`src/rtl/alu_cmd_issuer.sv`:
```
// alu_cmd_issuer: queues ALU command bundles in a small FIFO and issues
// them one per cycle onto registered ALU drive outputs.
//
// Handshake: a command is pushed on a rising edge where cmd_valid && cmd_ready.
// cmd_ready is combinational and depends only on FIFO occupancy, flush and rst,
// never on cmd_valid. There is no same-cycle pass-through when the FIFO is full.
//
// The FSM (IDLE/ISSUE/PAUSE) decides when the FIFO head may be popped. Its
// next-state decisions look at the occupancy *after* this edge's push/pop, so a
// command pushed into an empty FIFO at edge N is issued at edge N+1.
// Every edge without a pop drives the all-zero bubble onto the outputs.
//
// Optional feature: define ALU_ISSUE_STATS_EN to add the saturating 16-bit
// issued_cnt output. It counts pops, clears on rst and is not cleared by flush.
module alu_cmd_issuer #(
    parameter int WIDTH = 5,
    parameter int DEPTH = 4
) (
    input  logic                       clk,
    input  logic                       rst,
    input  logic                       cmd_valid,
    output logic                       cmd_ready,
    input  logic [WIDTH-1:0]           cmd_A,
    input  logic [WIDTH-1:0]           cmd_B,
    input  logic                       cmd_ALU_en,
    input  logic                       cmd_a_en,
    input  logic                       cmd_b_en,
    input  logic [2:0]                 cmd_a_op,
    input  logic [1:0]                 cmd_b_op,
    input  logic                       hold,
    input  logic                       flush,
    output logic [WIDTH-1:0]           A,
    output logic [WIDTH-1:0]           B,
    output logic                       ALU_en,
    output logic                       a_en,
    output logic                       b_en,
    output logic [2:0]                 a_op,
    output logic [1:0]                 b_op,
    output logic [$clog2(DEPTH):0]     fifo_count,
    output logic                       issue_busy,
    output logic [1:0]                 dbg_state_o
`ifdef ALU_ISSUE_STATS_EN
    ,
    output logic [15:0]                issued_cnt
`endif
);

    localparam int AW = $clog2(DEPTH);
    localparam int CW = AW + 1;
    localparam logic [CW-1:0] FULL_C = CW'(DEPTH);

    typedef enum logic [1:0] {
        ST_IDLE  = 2'd0,
        ST_ISSUE = 2'd1,
        ST_PAUSE = 2'd2
    } state_t;

    typedef struct packed {
        logic [WIDTH-1:0] a;
        logic [WIDTH-1:0] b;
        logic             alu_en;
        logic             a_en;
        logic             b_en;
        logic [2:0]       a_op;
        logic [1:0]       b_op;
    } cmd_t;

    state_t          state_q, state_d;
    logic [AW-1:0]   wr_ptr_q, wr_ptr_d;
    logic [AW-1:0]   rd_ptr_q, rd_ptr_d;
    logic [CW-1:0]   count_q, count_d;
    cmd_t            out_q, out_d;
    cmd_t            mem_q [DEPTH];
    cmd_t            cmd_in;
    logic            push;
    logic            pop;
    logic            nonempty_d;

    assign cmd_in    = {cmd_A, cmd_B, cmd_ALU_en, cmd_a_en, cmd_b_en, cmd_a_op, cmd_b_op};
    assign cmd_ready = !rst && !flush && (count_q < FULL_C);

    // Next-state logic: push/pop decode, pointers, occupancy, FSM and output bundle.
    always_comb begin
        push       = cmd_valid && cmd_ready;
        pop        = (state_q == ST_ISSUE) && (count_q != '0) && !hold && !flush;
        wr_ptr_d   = wr_ptr_q;
        rd_ptr_d   = rd_ptr_q;
        count_d    = count_q;
        state_d    = state_q;
        out_d      = '0;
        nonempty_d = 1'b0;

        // Pointers are AW bits wide, so incrementing wraps modulo DEPTH.
        if (push) begin
            wr_ptr_d = wr_ptr_q + 1'b1;
        end
        if (pop) begin
            rd_ptr_d = rd_ptr_q + 1'b1;
            out_d    = mem_q[rd_ptr_q];
        end

        case ({push, pop})
            2'b10:   count_d = count_q + 1'b1;
            2'b01:   count_d = count_q - 1'b1;
            default: count_d = count_q;
        endcase

        nonempty_d = (count_d != '0);

        case (state_q)
            ST_IDLE: begin
                if (nonempty_d) begin
                    state_d = hold ? ST_PAUSE : ST_ISSUE;
                end
            end
            ST_ISSUE: begin
                if (hold) begin
                    state_d = ST_PAUSE;
                end else if (!nonempty_d) begin
                    state_d = ST_IDLE;
                end
            end
            ST_PAUSE: begin
                if (!nonempty_d) begin
                    state_d = ST_IDLE;
                end else if (!hold) begin
                    state_d = ST_ISSUE;
                end
            end
            default: state_d = ST_IDLE;
        endcase

        // Flush wins over push, pop and hold: empty everything and go idle.
        if (flush) begin
            wr_ptr_d = '0;
            rd_ptr_d = '0;
            count_d  = '0;
            state_d  = ST_IDLE;
            out_d    = '0;
        end
    end

    // Control and output registers; rst dominates everything.
    always_ff @(posedge clk) begin
        if (rst) begin
            state_q  <= ST_IDLE;
            wr_ptr_q <= '0;
            rd_ptr_q <= '0;
            count_q  <= '0;
            out_q    <= '0;
        end else begin
            state_q  <= state_d;
            wr_ptr_q <= wr_ptr_d;
            rd_ptr_q <= rd_ptr_d;
            count_q  <= count_d;
            out_q    <= out_d;
        end
    end

    // FIFO storage; data needs no reset because occupancy gates every read.
    always_ff @(posedge clk) begin
        if (push) begin
            mem_q[wr_ptr_q] <= cmd_in;
        end
    end

    assign A           = out_q.a;
    assign B           = out_q.b;
    assign ALU_en      = out_q.alu_en;
    assign a_en        = out_q.a_en;
    assign b_en        = out_q.b_en;
    assign a_op        = out_q.a_op;
    assign b_op        = out_q.b_op;
    assign fifo_count  = count_q;
    assign issue_busy  = (state_q == ST_ISSUE);
    assign dbg_state_o = state_q;

`ifdef ALU_ISSUE_STATS_EN
    logic [15:0] issued_q;

    // Saturating pop counter; flush never pops, so it leaves the count alone.
    always_ff @(posedge clk) begin
        if (rst) begin
            issued_q <= '0;
        end else if (pop && (issued_q != 16'hFFFF)) begin
            issued_q <= issued_q + 16'd1;
        end
    end

    assign issued_cnt = issued_q;
`endif

endmodule

```
`config.mk`:
```
export PLATFORM = sky130hd
export DESIGN_NAME = alu_cmd_issuer
export DESIGN_NICKNAME = d
export VERILOG_FILES = /design/src/rtl/alu_cmd_issuer.sv
export SDC_FILE = /design/constraint.sdc
export NUM_CORES = 1
export LEC_CHECK = 0
export ABC_AREA = 1
export CAP_MARGIN = 40
export CORE_MARGIN = 2
export CORE_UTILIZATION = 58
export DETAILED_ROUTE_END_ITERATION = 10
export GPL_ROUTABILITY_DRIVEN = 0
export HOLD_SLACK_MARGIN = 0.03
export PLACE_DENSITY = 0.83
export SETUP_SLACK_MARGIN = 0.2
export SYNTH_ARGS = -nofsm -noshare
export SYNTH_HDL_FRONTEND = slang
export SYNTH_SLANG_ARGS = --single-unit
```
`constraint.sdc`:
```
create_clock -name clk -period 4.2 [get_ports clk]
set_clock_uncertainty 0.1 [all_clocks]
set_input_delay 0.63 -clock clk [delete_from_list [all_inputs] [get_ports clk]]
set_output_delay 0.63 -clock clk [all_outputs]
set_load 0.01 [all_outputs]
```
# After elaboration in Yosys (flattened, before gate mapping)
# Memory sizes are Yosys's and may differ from the RTL's. A register that Yosys moved wholly into a read port is not among the register bits.
# Index checks and enable logic that the tools add are counted.
dict set report totals {
  ff_bits 9
  ram_bits 72
  wordCells 43
  n_memories 1
}
dict set report classes {
  addsub 4
  n_lt_le_gt_ge 1
  eq_ne 7
  muxes 10
  n_bitwise 1
  reduce_logical 15
}
# memory depth width rd rd_ports_with_merged_regs wr line_no
set mem_list {}
lappend mem_list {mem_q 4 18 1 1 1 73} ;# cmd_t mem_q [DEPTH];
# op n
set op_table {}
lappend op_table {{$mux 2} 6}
lappend op_table {{$logic_and 1x1->1} 6}
lappend op_table {{$ne 3x3->1 const B} 2}
lappend op_table {{$pmux 2 s3} 1}
lappend op_table {{$pmux 3 s2} 1}
lappend op_table {{$reduce_bool 3->1} 2}
lappend op_table {{$add 2x1->2 const B} 2}
lappend op_table {{$eq 2x1->1 const B} 2}
lappend op_table {{$eq 2x2->1 const B} 2}
lappend op_table {{$add 3x1->3 const B} 1}
lappend op_table {{$logic_not 1->1} 3}
lappend op_table {{$lt 3x3->1 const B} 1}
lappend op_table {{$reduce_and 3->1} 1}
lappend op_table {{$reduce_or 3->1} 1}
lappend op_table {{$sub 3x1->3 const B} 1}
lappend op_table {{$logic_not 2->1} 1}
lappend op_table {{$mux 1} 2}
lappend op_table {{$ne 2x2->1 const B} 1}
lappend op_table {{$reduce_or 2->1} 1}
lappend op_table {{$not 1->1} 1}

# Depth between registers and ports, before layout
dict set report depth {
  word_depth 10
  depth_mapped 15
  ltp_nobuf 15
}

# Worst setup path after synthesis
# No wires, ideal clock.
dict set report synth_path {
  path_type {input-to-reg}
  start {in flush}
  end {reg state_q[1] (netlist: dbg_state_o[1])}
  setup_time_ps 64
  arrival_time_ps 2260
  required_time_ps 4036
  slack_ps 1777
  stages 12
  path_buffers 0
  path_cell_list {nor2_4 inv_2 nor2_2 nand2_2 ha_1 inv_1 fa_1 o21ai_0 nor2_1 nand3_1 nor2_1 nor2_1}
}
dict set report synth_between {
  elab_chain_len 9
}
# element line_no
set synth_lines {}
lappend synth_lines {{start: declaration} 31} ;# input logic flush,
lappend synth_lines {{$logic_not 1->1 *} 80} ;# assign cmd_ready = !rst && !flush && (count_q < FULL_C);
lappend synth_lines {{$logic_and 1x1->1 * (2 in series)} 80}
lappend synth_lines {{named net cmd_ready} 22} ;# output logic cmd_ready,
lappend synth_lines {{$logic_and 1x1->1 *} 84} ;# push = cmd_valid && cmd_ready;
lappend synth_lines {{$eq 2x1->1 or $eq 2x2->1 (tied branches)} 102} ;# case ({push, pop})
lappend synth_lines {{$pmux 3 s2 *} 102}
lappend synth_lines {{$reduce_bool 3->1 *} 108} ;# nonempty_d = (count_d != '0);
lappend synth_lines {{$ne 3x3->1 (no source line), or another cell as far along} -}
lappend synth_lines {{$reduce_and 3->1 (no source line) or $pmux 2 s3 (tied branches)} -}
lappend synth_lines {{end signal: assignment} 152} ;# state_q <= state_d;
lappend synth_lines {{end: declaration} 68} ;# state_t state_q, state_d;
# Mark *: on every way through the listed nets, which the timed path passes. The rest lies on a longest branch.
# A chain may end at the register's enable or synchronous reset.

# Final worst setup path
dict set report layout_path {
  start {in flush}
  end {out cmd_ready}
}
dict set report layout_between {
  elab_chain_len 3
}
# element line_no
set layout_lines {}
lappend layout_lines {{$logic_not 1->1} 80}
lappend layout_lines {{$logic_and 1x1->1 (2 in series)} 80}
lappend layout_lines {{end: declaration} 22}
# Every way passes these cells.

==> summary.txt <==
Status = finished clean
Antenna diodes = 0
Setup Buffers After CTS = 0
Relative slew margins = 62.34%
Critical Path RT = 3.47 ns
First-pass GRT wire length = 11270 um
Hold Path Class = reg2reg
Die area = 7106 sq um
Critical path endpoint = cmd_ready
DRC viols = 0
Clock sink total = 99
FMAX = 355.6 MHz
DR pass1 iterations = 4
CP startpoint kind = primary input
Crit. End Element = output pin
Yosys top cell area share = 57.81%
GRT overflow = 0
Most frequent cells in the layout = nor2_1 (81), edfxtp_1 (72), clkdlybuf4s50_1 (47)
P&R area growth vs syn = 20.01%
CP Data Arrival Time = 2.08 ns
Pwr dens = 377.6 nW/um^2
Antenna-violating nets left = 0
Placeable core area = 6277 sq um
Post-DR wirelength/cell = 16.01 um
Vias = 2378
Mapped Area = 3740 sq um
RSZ-0062 raised after global routing = false
Die height = 84.30 um
Sw Ratio = 20.15%
Pint = 1.353 mW
Initial drt markers = 174
CTS max path bufs = 2
Peak VDD IR = 0.1813 mV
Mean Syn Cell Area = 12.18 sq um
Reg-to-reg endpoint = dbg_state_o[1]
Setup crit start = flush
Hpwl dp = 4548 um
Die W = 84.30 um
Initial core utilization = 59.58%
Setup slack on the worst flop-to-flop path = 1.89 ns
Vias per Instance = 5.380
Root Buffer = clkbuf_8
Post-route clock period utilization = 66.96%
WL final = 7075 um
Largest cells by area after synthesis = edfxtp_1 (58%), dfxtp_1 (14%), nor2_1 (8.1%), o21ai_0 (3.2%), a21oi_2 (2.3%)
Overall power = 1.695 mW
Final setup viols = 0
Initial antenna violation count = 0
Synth Register Bits = 99
DP Worst Slack = 1.033 ns
Worst-path clk slew = 0.09 ns
Logic pwr share = 3.3%
Clock share of power = 34.5%
Non-Filler Instances = 442
Netlist cell types = 25
Worst-path fanout max = 6
Hold_buf cts = 0
Cell Rows = 29
Synth Instances = 307
Post-Syn Nets = 336
TNS Setup = 0 ns
Placed Area = 4297 sq um
Max-cap violations = 0
Hold_ws = 0.4099 ns
Min cycle time layout = 2.812 ns
Post-route cell area = 4488 sq um
CTS Buf Count = 9
H-Tree Level Count = 3
Final hold vios = 0
Flop pwr share = 62.3%
Register area share after synthesis = 72.26%
Vias in the first global route = 2394
Largest net degree at the start of global routing = 40
Clock tree from TritonCTS = yes
CP Class = in2out
Synth warnings = 0
Area leader, netlist = edfxtp_1
Worst reg2reg path depth = 12
Clk_lat worst skew = 0.35 ns
# placed instances = 426
Final core utilization = 71.50%
Worst setup margin = 1.388 ns
Total track usage = 20.85%
Resize count post-CTS = 0
I/O pins = 48
Worst Hold Launch = fifo_count[0]
IO Port Bufs = 47
NumNets Final = 389
Worst-margin pin slew = 0.5641 ns
Leak pwr = 1.584 nW
Commonest non-fill, non-tap cell in the layout = nor2_1
Reg-to-reg startpoint = dbg_state_o[0]
Max-slew violations = 0
Share of cells above drive strength 1 = 11.78%
Switch Pwr = 341.5 uW
-- area by class of cell --
| type | count | area [sq um] |
|---|---|---|
| Sequential cell | 99 | 2703 |
| Fill cell | 429 | 1789 |
| Multi-Input combinational cell | 176 | 895.9 |
| Timing Repair Buffer | 53 | 523.0 |
| Clock buffer | 9 | 123.9 |
| Tap cell | 77 | 96.34 |
| Inverter | 21 | 78.83 |
| Clock inverter | 7 | 67.56 |
-- worst min-delay path by stage --
stage | end | cells past startpoint
2_1_floorplan | ALU_en | 2
3_3_place_gp | A[0] | 2
3_5_place_dp | fifo_count[0] | 2
4_1_cts | fifo_count[0] | 2
5_1_grt | fifo_count[0] | 2
6_report | fifo_count[0] | 2
-- worst max-delay path: stages --
cell	delay, ns
clkdlybuf4s50_1	0.50
nor2_4	0.19
inv_2	0.09
nor2_2	0.11
clkdlybuf4s50_1	0.55
-- cells in the mapped netlist --
master / instances
nor2_1: 81
edfxtp_1: 72
dfxtp_1: 27
o21ai_0: 24
inv_1: 17
o21ai_1: 15
a21oi_1: 14
a21oi_2: 10
nand2_1: 10
nand3_1: 6
clkbuf_1: 5
ha_1: 5
inv_2: 4
buf_4: 3
nand2_2: 3
buf_2: 2
buf_6: 1
fa_1: 1
nand2_4: 1
nand3_2: 1
nand4_1: 1
nor2_2: 1
nor2_4: 1
nor3_4: 1
xor2_1: 1
-- metal layers --
metal	vias to the layer above	GRT usage (%)	share of wire, %
li1	1151	-	-
met1	1136	23.64	39
met2	79	36.72	53
met3	12	4.523	5.5
met4	0	11.29	2.4
met5	-	0	0
-- power groups by stage --
| stage | clock network (mW) | logic [mW] | registers, mW |
|---|---|---|---|
| global placement | 0 | 0.0528 | 1.08 |
| detailed placement | 0 | 0.0550 | 1.08 |
| CTS | 0.592 | 0.0552 | 1.06 |
| floorplan | 0 | 0.0175 | 1.08 |
| global route | 0.634 | 0.0606 | 1.06 |
| finish | 0.584 | 0.0551 | 1.06 |
-- cells by family after synthesis --
logic type | after synthesis | synth area share (%)
simple gates | 106 | 12.08
flops | 99 | 72.26
compound gates | 63 | 9.435
buf+inv | 32 | 3.780
fa+ha+maj | 6 | 2.208
xor+xnor | 1 | 0.2342
-- state kept, by name, summed over array words and instances (netlist names) --
| name | cells |
|---|---|
| A | 5 |
| ALU_en | 1 |
| B | 5 |
| a_en | 1 |
| a_op | 3 |
| b_en | 1 |
| b_op | 2 |
| dbg_state_o | 2 |
| fifo_count | 3 |
| mem_q | 72 |
| rd_ptr_q | 2 |
| wr_ptr_q | 2 |
(Power assumes the default switching activity.)
